[src/rtl/multimode_counter.sv]
// Up/down counter over DIGITS nibbles, binary or cascaded-BCD, with load/clear,
// optional saturation, a one-cycle carry pulse and a sticky overflow flag.
module multimode_counter #(
    parameter int unsigned DIGITS   = 8,
    parameter bit          SATURATE = 1'b0
) (
    input  logic                  clk_count,
    input  logic                  reset_count,
    input  logic                  enable_count,
    input  logic                  mode_bcd,
    input  logic                  dir_down,
    input  logic                  clear,
    input  logic                  load,
    input  logic [4*DIGITS-1:0]   load_value,
    output logic [4*DIGITS-1:0]   count,
    output logic                  carry,
    output logic                  overflow
);

    localparam int unsigned W    = 4 * DIGITS;
    localparam logic [W-1:0] OneW = {{(W-1){1'b0}}, 1'b1};

    logic [W-1:0] r_count;
    logic         r_carry;
    logic         r_overflow;

    logic [W-1:0] w_bcd_next;
    logic [W-1:0] w_bin_next;
    logic [W-1:0] w_wrap_next;
    logic [W-1:0] w_step_next;
    logic [3:0]   w_dig;
    logic         w_up_chain;
    logic         w_dn_chain;
    logic         w_bcd_term;
    logic         w_bin_term;
    logic         w_term;

    // Decade ripple: a digit steps only when every lower clamped digit is at its limit.
    always_comb begin
        w_up_chain = 1'b1;
        w_dn_chain = 1'b1;
        w_bcd_next = '0;
        w_dig      = '0;
        for (int i = 0; i < DIGITS; i++) begin
            w_dig = (r_count[4*i +: 4] > 4'd9) ? 4'd9 : r_count[4*i +: 4];
            if (!dir_down && w_up_chain) begin
                w_bcd_next[4*i +: 4] = (w_dig == 4'd9) ? 4'd0 : w_dig + 4'd1;
            end else if (dir_down && w_dn_chain) begin
                w_bcd_next[4*i +: 4] = (w_dig == 4'd0) ? 4'd9 : w_dig - 4'd1;
            end else begin
                w_bcd_next[4*i +: 4] = w_dig;
            end
            w_up_chain = w_up_chain & (w_dig == 4'd9);
            w_dn_chain = w_dn_chain & (w_dig == 4'd0);
        end
        w_bcd_term = dir_down ? w_dn_chain : w_up_chain;
    end

    always_comb begin
        w_bin_next = dir_down ? (r_count - OneW) : (r_count + OneW);
        w_bin_term = dir_down ? (r_count == '0) : (&r_count);
    end

    // The natural ripple result already equals the wrap target at the terminal value.
    always_comb begin
        w_term      = mode_bcd ? w_bcd_term : w_bin_term;
        w_wrap_next = mode_bcd ? w_bcd_next : w_bin_next;
        w_step_next = (w_term && SATURATE) ? r_count : w_wrap_next;
    end

    always_ff @(posedge clk_count or posedge reset_count) begin
        if (reset_count) begin
            r_count    <= '0;
            r_carry    <= 1'b0;
            r_overflow <= 1'b0;
        end else if (clear) begin
            r_count    <= '0;
            r_carry    <= 1'b0;
            r_overflow <= 1'b0;
        end else if (load) begin
            r_count <= load_value;
            r_carry <= 1'b0;
        end else if (enable_count) begin
            r_count    <= w_step_next;
            r_carry    <= w_term;
            r_overflow <= r_overflow | w_term;
        end else begin
            r_carry <= 1'b0;
        end
    end

    assign count    = r_count;
    assign carry    = r_carry;
    assign overflow = r_overflow;

endmodule

[config.mk]
export PLATFORM = sky130hd
export DESIGN_NAME = multimode_counter
export DESIGN_NICKNAME = d
export VERILOG_FILES = /design/src/rtl/multimode_counter.sv
export SDC_FILE = /design/constraint.sdc
export NUM_CORES = 1
export LEC_CHECK = 0
export ABC_AREA = 1
export CAP_MARGIN = 20
export CORE_MARGIN = 2
export CORE_UTILIZATION = 53
export DETAILED_ROUTE_END_ITERATION = 16
export MAX_ROUTING_LAYER = met4
export PLACE_DENSITY = 0.84
export SYNTH_ARGS = -nofsm -noshare
export SYNTH_HDL_FRONTEND = slang
export SYNTH_SLANG_ARGS = --single-unit
[constraint.sdc]
create_clock -name clk_count -period 2.4 [get_ports clk_count]
set_clock_uncertainty 0.15 [all_clocks]
set_input_delay 0.24 -clock clk_count [delete_from_list [all_inputs] [get_ports clk_count]]
set_output_delay 0.24 -clock clk_count [all_outputs]
set_load 0.05 [all_outputs]
==> parameters.txt <==
Parameter                              Value

Setup path
  CP cell instances ... ha_1 > a21oi_1 > nand2_2 > nand2_1 > nand2_2 > buf_4 > xnor2_2 > nand2_1 > o21ai_1 > nand2_1 > nand2_1 > o21ai_1
  Critical path's top delay family ... simple AND/OR/NAND/NOR gates
  CP Data Required Time ... 2.42 ns
  Startpoint type of the worst setup path ... flop
  Worst flop-to-flop path endpoint ... count[5]
  Source of the worst register-to-register timing path ... count[2]
  Slowest cell delay on critical path ... 0.44 ns
  Reg2reg path depth ... 12
  Worst-case register-to-register setup slack ... -0.08 ns
  Most common cell type on the critical path ... sky130_fd_sc_hd__nand2_1
  Largest fanout of any net on the critical path ... 4
  Slowest stage cell, crit path ... sky130_fd_sc_hd__dfrtp_2
  Kind of capture point of the worst setup path ... flop
  Number of buffer and inverter instances along the worst setup path ... 1
  Setup Crit Path Kind ... flop to flop
  Arr. time, crit path ... 2.49 ns

Pwr
  Leak ... just under 5 nW
  Power consumption ... 4.203 mW
  PwrDens ... 441.5 nW/um^2
  Worst supply voltage drop on vdd ... 338.0 uV

Timing
  Portion of the clock cycle consumed by the worst path in the final layout ... 103.2%
  PnR worst setup slack ... -0.07630 ns
  RSZ-0062 raised after global routing ... true
  Pin slew with the least headroom to its limit ... ~0.55 ns
  Number of setup violations in the final report ... 13
  Max-slew headroom at the worst pin ... 63.31%
  Final period demand of the worst path ... 2.476 ns
  Final hold viol count ... 0
  Total count of max-transition violations in the final report ... 0
  Upper clock frequency limit ... 403.8 MHz

Yosys
  Dominant combinational cell family by area after synthesis ... simple AND/OR/NAND/NOR gates
  Fraction of synthesized cell area in xor and xnor cells ... 2.749%
  Number of unique standard cell types used by synthesis ... 48
  Largest cells by area after synthesis ... sky130_fd_sc_hd__nand2_1 20%, sky130_fd_sc_hd__dfrtp_1 14%, sky130_fd_sc_hd__ha_1 11%
  Count of synthesis-stage warnings from yosys ... 0
  Synth async-reset ratio ... 100.0%
  Number of instances in the synthesized netlist ... 1058
  Register bit count reported by yosys ... 34
  Avg Cell Area, Syn ... 5.721 sq um
  Predominant post-synthesis flop cell ... sky130_fd_sc_hd__dfrtp_1
  Largest area contributor in the netlist ... sky130_fd_sc_hd__nand2_1
  Part of the Yosys area used for sequential elements ... 14.06%
  Post-synthesis compound-gate area fraction ... 17.59%
  Post-synth design cell area ... between 6000 and 7000 sq um
  Commonest cells post-synth ... 322 x sky130_fd_sc_hd__nand2_1, 146 x sky130_fd_sc_hd__inv_1, 112 x sky130_fd_sc_hd__nand3_1
  Cell with the most instances after synthesis ... sky130_fd_sc_hd__nand2_1
  Portion of synthesized cell area occupied by the leading cell type ... between 15 and 20%
  Multiplexer area fraction after synthesis ... 0%
  Synthesized netlist net count ... ~1200
  Adder-cell share of the synthesized area ... a little under an eighth
  Area share of and/or/nand/nor cells after synthesis ... 42.23%
  Number of flops mapped to enable cells by yosys ... 0

Drt
  Number of vias per cell after detailed routing ... 5.965
  DRC violations left ... 0
  Detailed-route via count ... a little under 9000
  Total wirelength of the detailed-routed design ... roughly 28000 um
  Final routed wire length divided by cell count ... 18.77 um
  Post-DRT Antenna Nets ... 0
  Number of detailed-routing iterations run before antenna repair ... 6
  Iter 0 DRT Violations ... 941

Floorplanning
  Area of the core ... 11270 sq um
  Std cell rows ... 39
  Starting utilization of the core area ... 53.70%
  Die H ... 110.9 um
  Top-level port count ... 73
  Area of the die ... 12290 sq um
  Die Span X ... 110.9 um

Clock network
  Clock-pin slew reported for the worst setup and hold paths after clock tree synthesis ... 0.06 ns
  Clock sink count ... 34
  Clk Tree Root Cell ... sky130_fd_sc_hd__clkbuf_16
  Hold buffer count at CTS ... 0
  CTS tree ... yes
  Clock latency on the worst-skew pair ... 0.29 ns
  Maximum number of buffers from clock root to sink ... 2
  CTS H-tree lvls ... 2
  CTS Buf Count ... 5

Worst hold path
  Hold crit path type ... input port to asynchronous set/reset pin

Global routing
  GRT overflow ... 0
  Overall track demand over capacity in global routing ... 40.33%
  Antenna violations before repair ... 1
  Maximum number of pins on one net before global-route repair ... 36
  Via count of the first global-routing pass ... roughly 7700
  Global-route wire length before repair ... about 40000 um

Placed design
  Number of I/O port buffers ... 72
  HPWL after detailed placement ... between 15000 and 20000 um
  Pre-CTS WS ... -0.2761 ns
  Final GP Congestion ... ~1

Status
  Run status ... complete, but fails checks
  Failing checks ... setup timing

Job
  Count of maximum capacitance violations ... 0

Final layout
  Final-layout fill cell count ... about 710
  Share of final-layout standard cells stronger than drive strength 1 ... 33.16%
  Utilization after layout ... between 80% and 90%
  Number of nets at the end of the flow ... 1418
  Synth-to-Final Area Change ... 57.30%
## how the worst max path moves through the flow
| stage | start | depth (start not counted) | end | slack, ns |
|---|---|---|---|---|
| floorplan | count[10] | 17 | count[27] | -0.03 |
| global route | count[2] | 14 | count[9] | -0.21 |
| CTS | count[6] | 14 | count[19] | -0.02 |
| finish | count[2] | 12 | count[5] | -0.08 |
| global placement | dir_down | 14 | count[30] | -0.19 |
| detailed placement | dir_down | 14 | count[30] | -0.28 |
## flip-flops by register name, summed over array words and instances, names as in the netlist
register and flops:
carry 1, overflow 1, count 32
## where the power goes
| part | leakage, nW | total (mW) | internal (mW) | switching [mW] |
|---|---|---|---|---|
| logic | 4.34 | 2.83 | 1.16 | 1.67 |
| clock network | 0.0652 | 0.660 | 0.387 | 0.273 |
| registers | 0.410 | 0.717 | 0.633 | 0.0847 |
## metrics by stage
step	cells	setup TNS, ns	instance area (sq um)	hold slack, ns
2_1_floorplan	1058	-0.02862	6181	0.1841
3_3_place_gp	1431	-1.528	8348	0.3158
3_5_place_dp	1431	-2.389	8348	0.3308
4_1_cts	1442	-0.03302	8608	0.2375
5_1_grt	1468	-3.208	9522	0.2734
6_report	1468	-0.4305	9522	0.2384
## worst min-delay path, delay by kind of cell
kind | cells | cell delay [ns]
buf+inv | 3 | 0.88
## layout by cell type, fill, tap and decap left out, drive strengths merged, types with 5 or more instances in the layout
cell           count
a31oi              8
nor2              97
clkdlybuf4s50     71
buf              211
xnor2             10
nand3            116
o21bai             5
clkbuf             8
nand2            330
dfrtp             34
a21oi             67
inv              149
nor3              13
nand4             17
ha                55
o21ai             83
xor2               9
o211ai             8
## cells by family after synthesis
logic type      Yosys count
fa+ha+maj                56
buf+inv                 176
simple gates            581
xor+xnor                 19
flops                    34
compound gates          192
## what timing repair did
action                                  in CTS  in global routing
endpoints found under the setup margin      21                 30
gates resized for setup                     34                201
setup buffers                                3                 25
pin swaps                                    5                 60
## cell type report
class	count	area [sq um]	area share [%]
multi-input cells	848	5349	56.18
repair buffers	282	2380	24.99
well taps	143	178.9	1.879
flip-flops and latches	34	889.6	9.343
diodes	1	2.502	0.02628
inverters	152	585.6	6.150
clock buffers	8	136.4	1.432
## metal layers
metal / track usage, % / share of wire [%]
met5: - / 0
met4: 13.08 / 4.8
met3: 7.436 / 11
met2: 63.48 / 46
met1: 52.67 / 38
(Power assumes the default switching activity.)
